<file path="src/rtl/seq_pkg.sv">
// ----------------------------------------------------------------------------
// seq_pkg
// Shared definitions for the multicycle sequencer:
//   - state_t   : FSM state encoding (also driven out on state_o)
//   - ctrl_t    : packed decoder control word, laid out MSB first so a
//                 39-bit ctrl_in casts directly onto it
//   - *_MSB/_LSB/_BIT : bit positions of each control-word field
//   - GP_MUX_MEM: gp_mux_sel value that selects memory data (a load)
//   - is_mem_op : true when an instruction needs the MEM phase
// ----------------------------------------------------------------------------
package seq_pkg;

    localparam int CTRL_W = 39;

    localparam int AF_MSB        = 38;
    localparam int AF_LSB        = 35;
    localparam int I_BIT         = 34;
    localparam int ALU_MUX_BIT   = 33;
    localparam int SHIFT_MSB     = 32;
    localparam int SHIFT_LSB     = 30;
    localparam int CAD_MSB       = 29;
    localparam int CAD_LSB       = 25;
    localparam int GP_WE_BIT     = 24;
    localparam int GP_MUX_MSB    = 23;
    localparam int GP_MUX_LSB    = 22;
    localparam int BF_MSB        = 21;
    localparam int BF_LSB        = 18;
    localparam int PC_MUX_MSB    = 17;
    localparam int PC_MUX_LSB    = 16;
    localparam int MEM_WREN_BIT  = 15;
    localparam int RS_MSB        = 14;
    localparam int RS_LSB        = 10;
    localparam int RT_MSB        = 9;
    localparam int RT_LSB        = 5;
    localparam int RD_MSB        = 4;
    localparam int RD_LSB        = 0;

    localparam logic [1:0] GP_MUX_MEM = 2'b01;

    typedef enum logic [2:0] {
        ST_IDLE   = 3'd0,
        ST_FETCH  = 3'd1,
        ST_DECODE = 3'd2,
        ST_EXEC   = 3'd3,
        ST_MEM    = 3'd4,
        ST_WB     = 3'd5,
        ST_FAULT  = 3'd6
    } state_t;

    // Field order matters: the first member is the most significant slice.
    typedef struct packed {
        logic [3:0] af;
        logic       i;
        logic       alu_mux_sel;
        logic [2:0] shift_type;
        logic [4:0] cad;
        logic       gp_we;
        logic [1:0] gp_mux_sel;
        logic [3:0] bf;
        logic [1:0] pc_mux_select;
        logic       mem_wren;
        logic [4:0] rs;
        logic [4:0] rt;
        logic [4:0] rd;
    } ctrl_t;

    // Stores and loads both go through the data-memory phase.
    function automatic logic is_mem_op(input ctrl_t c);
        return c.mem_wren || (c.gp_mux_sel == GP_MUX_MEM);
    endfunction

endpackage

</file>
<file path="src/rtl/seq_watchdog.sv">
// ----------------------------------------------------------------------------
// seq_watchdog
// Counts consecutive cycles spent waiting for a memory acknowledge and flags
// when the wait has lasted TIMEOUT_CYCLES cycles. Only instantiated when
// SEQ_MEM_TIMEOUT_EN is defined.
// Ports:
//   clk     in  clock
//   rst_n   in  synchronous active-low reset
//   clear   in  restart the count (asserted on every state change)
//   count   in  one more cycle has passed without an acknowledge
//   expired out this waiting cycle is the TIMEOUT_CYCLES-th one
// ----------------------------------------------------------------------------
module seq_watchdog #(
    parameter int TIMEOUT_CYCLES = 255
) (
    input  logic clk,
    input  logic rst_n,
    input  logic clear,
    input  logic count,
    output logic expired
);

    localparam int CNT_W = (TIMEOUT_CYCLES > 1) ? $clog2(TIMEOUT_CYCLES) : 1;
    localparam logic [CNT_W-1:0] LAST = CNT_W'(TIMEOUT_CYCLES - 1);

    logic [CNT_W-1:0] r_cnt;

    // The counter holds the number of waiting cycles already completed, so
    // the cycle in which it equals LAST is the final permitted one.
    assign expired = count && (r_cnt == LAST);

    // Wait-cycle counter; saturates at LAST since the FSM leaves on expiry.
    always_ff @(posedge clk) begin
        if (!rst_n || clear) begin
            r_cnt <= '0;
        end else if (count && !expired) begin
            r_cnt <= r_cnt + CNT_W'(1);
        end
    end

endmodule

</file>
<file path="src/rtl/multicycle_sequencer.sv">
// ----------------------------------------------------------------------------
// multicycle_sequencer
// Multicycle control sequencer: FETCH -> DECODE -> EXEC -> [MEM] -> WB.
// The decoder control word is captured at the end of DECODE and all strobes
// are decoded from the state plus that captured copy.
// Optional feature macro: SEQ_MEM_TIMEOUT_EN -- adds a memory-ack watchdog
// that moves the FSM into a sticky FAULT state after TIMEOUT_CYCLES cycles
// without an acknowledge in FETCH or MEM.
// Ports:
//   clk, rst_n          clock, synchronous active-low reset
//   run                 start / continue execution (sampled in IDLE and WB)
//   ctrl_in[38:0]       packed decoder control word (seq_pkg::ctrl_t)
//   imem_ack, dmem_ack  instruction / data memory acknowledges
//   imem_req, ir_load   fetch request, instruction register load
//   alu_en              execute strobe
//   dmem_req, dmem_we   data memory request and write enable
//   gp_we_o, pc_we      register-file write, PC update
//   retire              instruction-retired pulse
//   retired_cnt[31:0]   retired-instruction count (wraps)
//   state_o[2:0]        current state encoding
//   fault               sticky memory-timeout flag
// ----------------------------------------------------------------------------
module multicycle_sequencer
    import seq_pkg::*;
#(
    parameter int TIMEOUT_CYCLES = 255
) (
    input  logic        clk,
    input  logic        rst_n,
    input  logic        run,
    input  logic [38:0] ctrl_in,
    input  logic        imem_ack,
    input  logic        dmem_ack,
    output logic        imem_req,
    output logic        ir_load,
    output logic        alu_en,
    output logic        dmem_req,
    output logic        dmem_we,
    output logic        gp_we_o,
    output logic        pc_we,
    output logic        retire,
    output logic [31:0] retired_cnt,
    output logic [2:0]  state_o,
    output logic        fault
);

    state_t      r_state;
    state_t      w_next_state;
    ctrl_t       r_ctrl;
    logic [31:0] r_retired_cnt;
    logic        w_wd_expired;

    // Only a few fields steer the sequencer; the rest belong to the datapath.
    logic w_unused_ctrl;
    assign w_unused_ctrl = &{1'b0, r_ctrl};

`ifdef SEQ_MEM_TIMEOUT_EN
    logic w_wd_clear;
    logic w_wd_count;
    logic r_fault;

    // Any state change restarts the count, which covers "cleared on entry".
    assign w_wd_clear = (w_next_state != r_state);
    assign w_wd_count = ((r_state == ST_FETCH) && !imem_ack) ||
                        ((r_state == ST_MEM)   && !dmem_ack);

    seq_watchdog #(
        .TIMEOUT_CYCLES(TIMEOUT_CYCLES)
    ) u_watchdog (
        .clk    (clk),
        .rst_n  (rst_n),
        .clear  (w_wd_clear),
        .count  (w_wd_count),
        .expired(w_wd_expired)
    );

    // Sticky fault flag: set on the transition into FAULT, cleared by reset.
    always_ff @(posedge clk) begin
        if (!rst_n) begin
            r_fault <= 1'b0;
        end else if (w_next_state == ST_FAULT) begin
            r_fault <= 1'b1;
        end
    end

    assign fault = r_fault;
`else
    logic w_unused_cfg;
    assign w_unused_cfg = (TIMEOUT_CYCLES != 0);
    assign w_wd_expired = 1'b0;
    assign fault        = 1'b0;
`endif

    // State register.
    always_ff @(posedge clk) begin
        if (!rst_n) begin
            r_state <= ST_IDLE;
        end else begin
            r_state <= w_next_state;
        end
    end

    // Control word is latched once, at the end of DECODE, so EXEC/MEM/WB
    // never see later changes on ctrl_in.
    always_ff @(posedge clk) begin
        if (!rst_n) begin
            r_ctrl <= '0;
        end else if (r_state == ST_DECODE) begin
            r_ctrl <= ctrl_t'(ctrl_in);
        end
    end

    // Retired-instruction counter; natural 32-bit wraparound.
    always_ff @(posedge clk) begin
        if (!rst_n) begin
            r_retired_cnt <= '0;
        end else if (r_state == ST_WB) begin
            r_retired_cnt <= r_retired_cnt + 32'd1;
        end
    end

    // Next-state and strobe decode. run is only looked at in IDLE and WB,
    // so an instruction already in flight always completes.
    always_comb begin
        w_next_state = r_state;
        imem_req     = 1'b0;
        ir_load      = 1'b0;
        alu_en       = 1'b0;
        dmem_req     = 1'b0;
        dmem_we      = 1'b0;
        gp_we_o      = 1'b0;
        pc_we        = 1'b0;
        retire       = 1'b0;

        case (r_state)
            ST_IDLE: begin
                if (run) begin
                    w_next_state = ST_FETCH;
                end
            end
            ST_FETCH: begin
                imem_req = 1'b1;
                ir_load  = imem_ack;
                if (imem_ack) begin
                    w_next_state = ST_DECODE;
                end else if (w_wd_expired) begin
                    w_next_state = ST_FAULT;
                end
            end
            ST_DECODE: begin
                w_next_state = ST_EXEC;
            end
            ST_EXEC: begin
                alu_en       = 1'b1;
                w_next_state = is_mem_op(r_ctrl) ? ST_MEM : ST_WB;
            end
            ST_MEM: begin
                dmem_req = 1'b1;
                dmem_we  = r_ctrl.mem_wren;
                if (dmem_ack) begin
                    w_next_state = ST_WB;
                end else if (w_wd_expired) begin
                    w_next_state = ST_FAULT;
                end
            end
            ST_WB: begin
                pc_we        = 1'b1;
                retire       = 1'b1;
                gp_we_o      = r_ctrl.gp_we && (r_ctrl.cad != 5'd0);
                w_next_state = run ? ST_FETCH : ST_IDLE;
            end
            ST_FAULT: begin
                w_next_state = ST_FAULT;
            end
            default: begin
                w_next_state = ST_IDLE;
            end
        endcase
    end

    assign retired_cnt = r_retired_cnt;
    assign state_o     = r_state;

endmodule

</file>
<file path="config.mk">
export PLATFORM = sky130hd
export DESIGN_NAME = multicycle_sequencer
export DESIGN_NICKNAME = d
export VERILOG_FILES = /design/src/rtl/seq_pkg.sv /design/src/rtl/seq_watchdog.sv /design/src/rtl/multicycle_sequencer.sv
export SDC_FILE = /design/constraint.sdc
export NUM_CORES = 1
export LEC_CHECK = 0
export CAP_MARGIN = 10
export CORE_ASPECT_RATIO = 0.8
export CORE_UTILIZATION = 38
export DETAILED_ROUTE_END_ITERATION = 8
export PLACE_DENSITY = 0.75
export SLEW_MARGIN = 20
export SYNTH_ARGS = -nofsm -noshare
export SYNTH_HDL_FRONTEND = slang
export SYNTH_SLANG_ARGS = --single-unit
</file>
<file path="constraint.sdc">
create_clock -name clk -period 1.7 [get_ports clk]
set_clock_uncertainty 0.1 [all_clocks]
set_input_delay 0.34 -clock clk [delete_from_list [all_inputs] [get_ports clk]]
set_output_delay 0.34 -clock clk [all_outputs]
set_load 0.1 [all_outputs]
</file>
==> results of run 1 <==
-- metrics by stage --
step,utilization,setup slack [ps],std cells,instance area [um2],total power [uW]
after floorplan,-,-828.2,232,2338,1272
after global placement,0.6949,-97.66,378,3600,1408
after detailed placement,0.6949,-178.3,378,3600,1416
after CTS,0.7469,-248.9,399,3869,2128
after global routing,0.7969,-291.0,407,4128,2237
final,0.7969,-246.9,407,4128,2152
-- registers in the layout, summed over array words and instances, names as in the netlist --
name,cells
state_o,3
retired_cnt,32
r_ctrl,9
-- worst max-delay path, cell delays in order (launching register included) --
cell	delay, ps
dfxtp_1	320
or3_1	380
o311a_4	330
buf_12	170
-- cells in the mapped netlist (2+ instances only) --
| cell | number |
|---|---|
| dfxtp_1 | 44 |
| a21oi_1 | 22 |
| nor2_1 | 21 |
| or4_1 | 15 |
| o31ai_1 | 14 |
| mux2i_1 | 9 |
| nand3_1 | 9 |
| nand4_1 | 9 |
| o21ai_0 | 8 |
| nand2_1 | 7 |
| or3_1 | 7 |
| xor2_1 | 7 |
| and4_1 | 6 |
| clkbuf_1 | 6 |
| and2_1 | 4 |
| buf_4 | 4 |
| inv_1 | 4 |
| and3_1 | 3 |
| nor2b_1 | 3 |
| xnor2_1 | 3 |
| buf_2 | 2 |
| buf_6 | 2 |
| mux2_2 | 2 |
| nand2b_1 | 2 |
| nand4_2 | 2 |
| o21a_1 | 2 |
| o311ai_0 | 2 |
-- what timing repair did --
item | 4_1_cts | 5_1_grt
gates resized for setup | 20 | 43
endpoints found under the setup margin | 28 | 27
endpoints found under the hold margin | 0 | 0
cloned | 1 | 2
pin swaps | 12 | 18
buffers inserted | 12 | 6
-- kinds of logic (layout without fill, tap and decap cells) --
logic type,count (synthesis),in the layout,synth area share
mux,11,11,0.05354
fa+ha+maj,1,1,0.005948
simple gates,97,100,0.2867
xor+xnor,10,10,0.04164
other cells,1,1,0.001783
buf+inv,19,129,0.04997
flops,44,44,0.4188
compound gates,49,49,0.1416
-- how the worst max path moves through the flow --
stage | startpoint | to | slack [ps] | cells after the start
6_report | r_ctrl[26]$_SDFFE_PN0P_ | gp_we_o | -250 | 3
5_1_grt | state_o[1]$_SDFFE_PN0P_ | gp_we_o | -290 | 4
4_1_cts | r_ctrl[26]$_SDFFE_PN0P_ | gp_we_o | -250 | 3
3_5_place_dp | retired_cnt[5]$_SDFFE_PN0N_ | retired_cnt[28]$_SDFFE_PN0N_ | -180 | 4
3_3_place_gp | retired_cnt[5]$_SDFFE_PN0N_ | retired_cnt[24]$_SDFFE_PN0N_ | -100 | 4
2_1_floorplan | state_o[0]$_SDFFE_PN0P_ | ir_load | -830 | 4
-- where the power goes --
group / total (uW) / switching (uW) / internal [uW]
clock network: 715 / 390 / 325
registers: 1030 / 15.5 / 1010
logic: 411 / 234 / 178
total: 2150 / 639 / 1510
-- area by class of cell --
type                       instances  share of cell area
sequential                        44              0.2395
timing repair buffer             117              0.3716
clock buffer                       6             0.02001
inverter                           4            0.004244
tap                               62             0.01879
multi-input combinational        172              0.3434
clock inverter                     2            0.002425
-- metal layers --
layer  wire length (um)  part of all wire  GRT usage
met4                229             0.031    0.09746
met5                  0                 0          0
met1               2996              0.40     0.2858
met3                451             0.061    0.04405
met2               3746              0.50     0.4224
==> flow_summary.ini, run 1 <==
[floorplanning]
row_count = 23
coreArea_um2 = 5180
ios = 88
dieHeight_um = 68.54
die_w_um = 85.18
start_util = 0.4060
die-area_um2 = 5838

[critical_path]
crit_type = register to primary output
path_max_fanout = 2
r2r_setup_slack_ps = -160
critPathRequiredTime_ps = 1260
endpoint_kind = primary output
r2r_start = state_o[1]$_SDFFE_PN0P_
worst-endpoint-arrival_ps = 1510
r2r_end = retired_cnt[31]$_SDFFE_PN0N_
setup.worst_path.start_class = register
reg2reg_depth = 5

[grt]
grt_overflow = 0
grt_pass1_wl_um = 10540
grt_antenna_before_repair = 0
grt_max_degree = 38
track_usage = 0.2361
grt_pass1_vias = 2180

[yosys]
synth_edf_count = 0
synth_area_um2 = 2103
yosysSeqAreaShare = 0.4188
syn_inst = 232
synth_cell_type_count = 40
synth_fp_nets = 277
synth_top_cell_by_area = dfxtp_1
yosysTopAreaCellShare = 0.4188
yosys-top-cells-area = dfxtp_1 42%, or4_1 5.4%, a21oi_1 5.2%, o31ai_1 5.0%, mux2i_1 4.3%
synth-warning-count = 0
ys_async_sr_fraction = 0
syn_avg_cell_area_um2 = 9.066
ys_ff_latch = 44
synth-main-ff-cell = dfxtp_1

[finish]
n_fill_cell = 271
drive_above_1_share = 0.5768
seqCellArea_um2 = 988.4
most-common-layout-cells = 45 x buf_12, 45 x buf_4, 26 x dfxtp_4, 20 x nor2_1, 13 x clkdlybuf4s50_1
antenna-diode-count = 0
synthToLayoutAreaGrowth_pct = 96.25
multi_input_area_um2 = 1418
nets = 389

[clocking]
clockBufferDepth = 2
clk_latency_ps = 310
cts_inserted_buffers = 5
cts_sinks = 44
htreeDepth = 2
cts_tree = yes
clk_pin_slew_ps = 90
root_buffer = clkbuf_8
ctsHoldBuffers = 0

[sta]
finalSetupTns_ps = -1149
finalCriticalPeriod_ps = 1947
slew_viol_final = 0
period_share = 1.145
holdWs_ps = 404.0
fmax_mhz = 513.6
hold_viol = 0
finalWorstSetupSlack_ps = -246.9
rsz0062_at_grt = yes
setup_viol = 21

[detailed_routing]
via_count = 2356
drc = 0
drt.antenna.violating_nets = 0
drt_iter0_drc = 198
avgViaCountPerCell = 5.789
routed_wl_um = 7424
first_pass_iters = 4
wl_per_cell_um = 18.24

[min_path]
holdCritPathClass = register to register
worstHoldEndpoint = r_ctrl[22]$_SDFFE_PN0P_
holdPathStages = 2
hp-start = r_ctrl[22]$_SDFFE_PN0P_

[status]
run_status = complete, but fails checks
violations = setup timing

[placement]
dpl.hpwl_um = 4358
gp_congestion = 0.7803
portBuffers = 56

[job]
maxCapViolCount = 0

[power_and_ir_drop]
p_leak_uw = 0.001582
ir_drop_v = 0.0004221
p_per_area_nw_per_um2 = 521.4
Note: power is estimated with default switching activity, not from simulation.
==> run 2: changes to the inputs <==
CORE_UTILIZATION = 34   (was 38)
PLACE_DENSITY = 0.69   (was 0.75)
==> run 2 against run 1 <==
Net effect:
- the run still ends with setup timing left
- wire length down 3.3%
- via count fell by 1.0%
- register-to-register slack gained 50 ps
- clock power fell by 4.1%
- largest power group unchanged
- utilization is 8.3 points lower
==> flow_summary.ini, run 2 (synthesis results as in run 1) <==
[finish]
finalNonFillerCells = 438
layout_commonest_cell = buf_4
n_fill_cell = 392
antenna-diode-count = 0
drive_above_1_share = 0.5966
synthToLayoutAreaGrowth_pct = 101.6
seqCellArea_um2 = 988.4
nets = 401
multi_input_area_um2 = 1399
largest_reg_flops = 32
most-common-layout-cells = 55 x buf_4, 44 x buf_12, 26 x dfxtp_4, 20 x nor2_1, 14 x buf_6

[detailed_routing]
drt_iter0_drc = 113
avgViaCountPerCell = 5.324
drt.antenna.violating_nets = 0
first_pass_iters = 4
drc = 0
wl_per_cell_um = 16.38
routed_wl_um = 7176
via_count = 2332

[power_and_ir_drop]
ir_drop_v = 0.0004008
power_frac_seq = 0.484
clockPowerShare = 0.324
p_switching_uw = 604.2
swShare = 0.2852
p_leak_uw = 0.001617
p_per_area_nw_per_um2 = 499.5
p_int_uw = 1514
combPwrFrac = 0.193

[clocking]
cts_sinks = 44
cts_tree = yes
clockBufferDepth = 2
ctsHoldBuffers = 0
htreeDepth = 2
clk_latency_ps = 290
cts_inserted_buffers = 5
root_buffer = clkbuf_8
clk_pin_slew_ps = 80

[job]
maxCapViolCount = 0

[grt]
grt_pass1_wl_um = 10450
grt_overflow = 0
grt_antenna_before_repair = 0
track_usage = 0.1982
grt_pass1_vias = 2107
grt_max_degree = 35

[critical_path]
critPathRequiredTime_ps = 1260
cp_cell_sequence = or3_1, o311a_4, buf_12
endpoint_kind = primary output
setup.worst_path.start_class = register
crit_type = register to primary output
worst-endpoint-arrival_ps = 1470
r2r_start = state_o[1]$_SDFFE_PN0P_
reg2reg_depth = 7
cpMaxStageDelayCell = or3_1
r2r_setup_slack_ps = -110
r2r_end = retired_cnt[20]$_SDFFE_PN0N_
path_max_fanout = 2
slowest_delay_ps = 380

[sta]
rsz0062_at_grt = yes
fmax_mhz = 522.3
finalCriticalPeriod_ps = 1915
finalWorstSetupSlack_ps = -214.8
setup_viol = 18
period_share = 1.126
finalSetupTns_ps = -729.2
slew_viol_final = 0
hold_viol = 0

[floorplanning]
die-area_um2 = 6507
die_w_um = 89.94
start_util = 0.3539
row_count = 25
dieHeight_um = 72.35
coreArea_um2 = 5943
ios = 88

[min_path]
hp-start = r_ctrl[26]$_SDFFE_PN0P_
worstHoldEndpoint = r_ctrl[26]$_SDFFE_PN0P_
holdCritPathClass = register to register
holdPathStages = 2

[status]
run_status = complete, but fails checks
violations = setup timing

[placement]
gp_congestion = 0.8085
portBuffers = 56
placed_cells = 400
dpl.hpwl_um = 4205
## run 2: cell count changes in the layout (fill, tap and decap cells not counted), sizes merged
| cell | before | now |
|---|---|---|
| nand4 | 14 | 13 |
| buf | 104 | 117 |
## run 2: metrics by stage
stage,setup slack [ps],power (uW),instance area (um2),hold slack [ps],utilization
after global routing,-247.9,2200,4240,427.4,0.7135
final,-214.8,2118,4240,391.8,0.7135
after floorplan,-828.2,1272,2338,351.5,-
after CTS,-224.5,2106,3915,395.7,0.6587
after global placement,-33.51,1401,3646,364.1,0.6135
after detailed placement,-103.7,1407,3646,372.9,0.6135
## run 2: layer usage
metal  share of wire  vias to the layer above  track usage
met2            0.52                       68       0.3479
met5               0                        -            0
met1            0.43                     1144       0.2571
met3           0.045                        4      0.03459
li1                -                     1116            -
met4          0.0061                        0      0.04659
## run 2: worst max-delay path: cells and delay by family, from the launching register on
| kind | cells | cell delay (ps) |
|---|---|---|
| compound gates | 1 | 330 |
| buf+inv | 1 | 170 |
| flops | 1 | 310 |
| simple gates | 1 | 380 |
## run 2: power by group through the flow
| stage | sequential (uW) | combinational, uW | clock [uW] |
|---|---|---|---|
| 4_1_cts | 1020 | 394 | 690 |
| 2_1_floorplan | 1100 | 173 | 0 |
| 6_report | 1020 | 408 | 686 |
| 3_3_place_gp | 1040 | 357 | 0 |
| 3_5_place_dp | 1050 | 361 | 0 |
| 5_1_grt | 1030 | 426 | 747 |
## run 2: layout make-up
class                           instances  area share
Tap cell                               81     0.02390
Inverter                                4    0.004131
Multi-Input combinational cell        171      0.3299
Clock inverter                          2    0.002361
Clock buffer                            6     0.01947
Timing Repair Buffer                  130      0.3871
Sequential cell                        44      0.2331
## run 2: repair_timing
action,in CTS,in global routing
buffers inserted,14,14
pin swaps,10,21
cloned,0,2
gates resized for setup,19,50
endpoints found under the setup margin,23,27
## run 2: worst max-delay path by stage
stage | cells after the start | from | slack (ps) | to
CTS | 3 | r_ctrl[26]$_SDFFE_PN0P_ | -220 | gp_we_o
global route | 3 | r_ctrl[26]$_SDFFE_PN0P_ | -250 | gp_we_o
finish | 3 | r_ctrl[26]$_SDFFE_PN0P_ | -210 | gp_we_o
floorplan | 4 | state_o[0]$_SDFFE_PN0P_ | -830 | ir_load
detailed placement | 4 | retired_cnt[5]$_SDFFE_PN0N_ | -100 | retired_cnt[30]$_SDFFE_PN0N_
global placement | 5 | retired_cnt[5]$_SDFFE_PN0N_ | -30 | retired_cnt[18]$_SDFFE_PN0N_
==> run 3: changes to the inputs <==
CELL_PAD_IN_SITES_DETAIL_PLACEMENT = 1   (was default)
CELL_PAD_IN_SITES_GLOBAL_PLACEMENT = 1   (was default)
CORE_UTILIZATION = 28   (was 34)
PLACE_DENSITY = default   (was 0.69)
PLACE_DENSITY_LB_ADDON = 0.1   (was default)
==> run 3 against run 2 <==
Net effect:
- the flow still finishes with violations (setup timing)
- largest cell class unchanged
- sequential share of layout area is essentially flat
- critical path depth is the same
- via count down 1.5%
==> flow_summary.ini, run 3 (synthesis results as in run 1) <==
[critical_path]
crit_type = register to primary output
path_max_fanout = 2
cpMaxStageDelayCell = or3_4
worst-endpoint-arrival_ps = 1500
critPathRequiredTime_ps = 1260
endpoint_kind = primary output
cp_cell_sequence = or3_4, o311a_4, buf_12
setup.worst_path.start_class = register
slowest_delay_ps = 380

[placement]
gp_congestion = 0.7541
dpl.hpwl_um = 4755
dp_slack_ps = -119.7
place_area_um2 = 3654
placed_cells = 406
portBuffers = 56

[clocking]
cts_inserted_buffers = 5
cts_tree = yes
clockBufferDepth = 2
clk_latency_ps = 300
clk_pin_slew_ps = 80
htreeDepth = 2
root_buffer = clkbuf_8
ctsHoldBuffers = 0
cts_sinks = 44

[detailed_routing]
drc = 0
drt_iter0_drc = 107
routed_wl_um = 7744
avgViaCountPerCell = 5.230
first_pass_iters = 4
via_count = 2296
wl_per_cell_um = 17.64
drt.antenna.violating_nets = 0

[finish]
antenna-diode-count = 0
layout_commonest_cell = buf_4
synthToLayoutAreaGrowth_pct = 101.7
finalNonFillerCells = 439
fin_util = 0.6009
largest_reg_flops = 32
n_fill_cell = 746
most-common-layout-cells = 53 x buf_4, 45 x buf_12, 26 x dfxtp_4, 20 x nor2_1, 13 x clkdlybuf4s50_1
final_area_um2 = 4243
drive_above_1_share = 0.5994
nets = 396

[power_and_ir_drop]
p_leak_uw = 0.001615
clockPowerShare = 0.365
p_per_area_nw_per_um2 = 533.3
power_frac_seq = 0.453
combPwrFrac = 0.182
p_int_uw = 1651
swShare = 0.2703
ir_drop_v = 0.0003668
p_switching_uw = 611.6

[min_path]
holdCritPathClass = register to register

[sta]
rsz0062_at_grt = yes
slew_viol_final = 0
finalCriticalPeriod_ps = 1940
fmax_mhz = 515.6
setup_viol = 14
finalWorstSetupSlack_ps = -239.6
period_share = 1.141
hold_viol = 0

[grt]
grt_pass1_vias = 2213
track_usage = 0.1831
grt_pass1_wl_um = 11300
grt_overflow = 0
grt_max_degree = 28
grt_antenna_before_repair = 0

[floorplanning]
dieHeight_um = 79.52
coreArea_um2 = 7061
row_count = 27
start_util = 0.2979
die_w_um = 98.90
ios = 88
die-area_um2 = 7865

[job]
maxCapViolCount = 0

[status]
violations = setup timing
run_status = complete, but fails checks
## run 3: changes by cell type in the layout (fill, tap and decap cells not counted), sizes merged
cell and change:
buf -7, clkbuf +2, clkinv -2, nand4 +2
## run 3: power groups by stage
stage	clock, uW	sequential [uW]	combinational, uW
floorplan	0	1100	173
global placement	0	1050	362
detailed placement	0	1050	365
CTS	844	1020	397
global route	906	1030	432
finish	826	1030	411
## run 3: final cells by class
class	count	area (um2)	area share
Inverter	4	17.52	0.004129
Timing Repair Buffer	123	1568	0.3695
Clock buffer	8	121.4	0.02861
Tap cell	87	108.9	0.02566
Multi-Input combinational cell	173	1438	0.3388
Sequential cell	44	989.7	0.2333
## run 3: worst paths after layout
kind              depth (start not counted)                           end  slack [ps]                        start
setup / recovery                          3                       gp_we_o        -240      r_ctrl[29]$_SDFFE_PN0P_
hold / removal                            2       r_ctrl[22]$_SDFFE_PN0P_         400      r_ctrl[22]$_SDFFE_PN0P_
setup reg to reg                          5  retired_cnt[18]$_SDFFE_PN0N_         -60  retired_cnt[5]$_SDFFE_PN0N_
hold reg to reg                           2       r_ctrl[22]$_SDFFE_PN0P_         400      r_ctrl[22]$_SDFFE_PN0P_
## run 3: stage by stage
step / power [uW] / setup TNS (ps) / hold WS [ps]
2_1_floorplan: 1272 / -7195 / 351.5
3_3_place_gp: 1408 / -691.8 / 365.0
3_5_place_dp: 1412 / -1311 / 385.4
4_1_cts: 2265 / -590.3 / 411.2
5_1_grt: 2366 / -1952 / 431.0
6_report: 2263 / -724.8 / 401.0
## run 3: what timing repair did
item,CTS,global route
gates cloned,2,2
resized for setup,24,46
pin swaps,11,20
buffers inserted,6,16
setup endpoints to repair,26,26
## run 3: worst max-delay path: cells and delay by family (launching register included)
| family | cells | cell delay, ps |
|---|---|---|
| and+or+nand+nor | 1 | 380 |
| DFF | 1 | 330 |
| AOI/OAI and AO/OA | 1 | 330 |
| buffers and inverters | 1 | 170 |
## run 3: metal layers
metal	wire length (um)	global-route usage	vias up
met5	0	0	-
met4	30	0.04478	0
met3	220	0.03853	2
met2	3845	0.3147	47
met1	3646	0.2342	1139
li1	-	-	1108
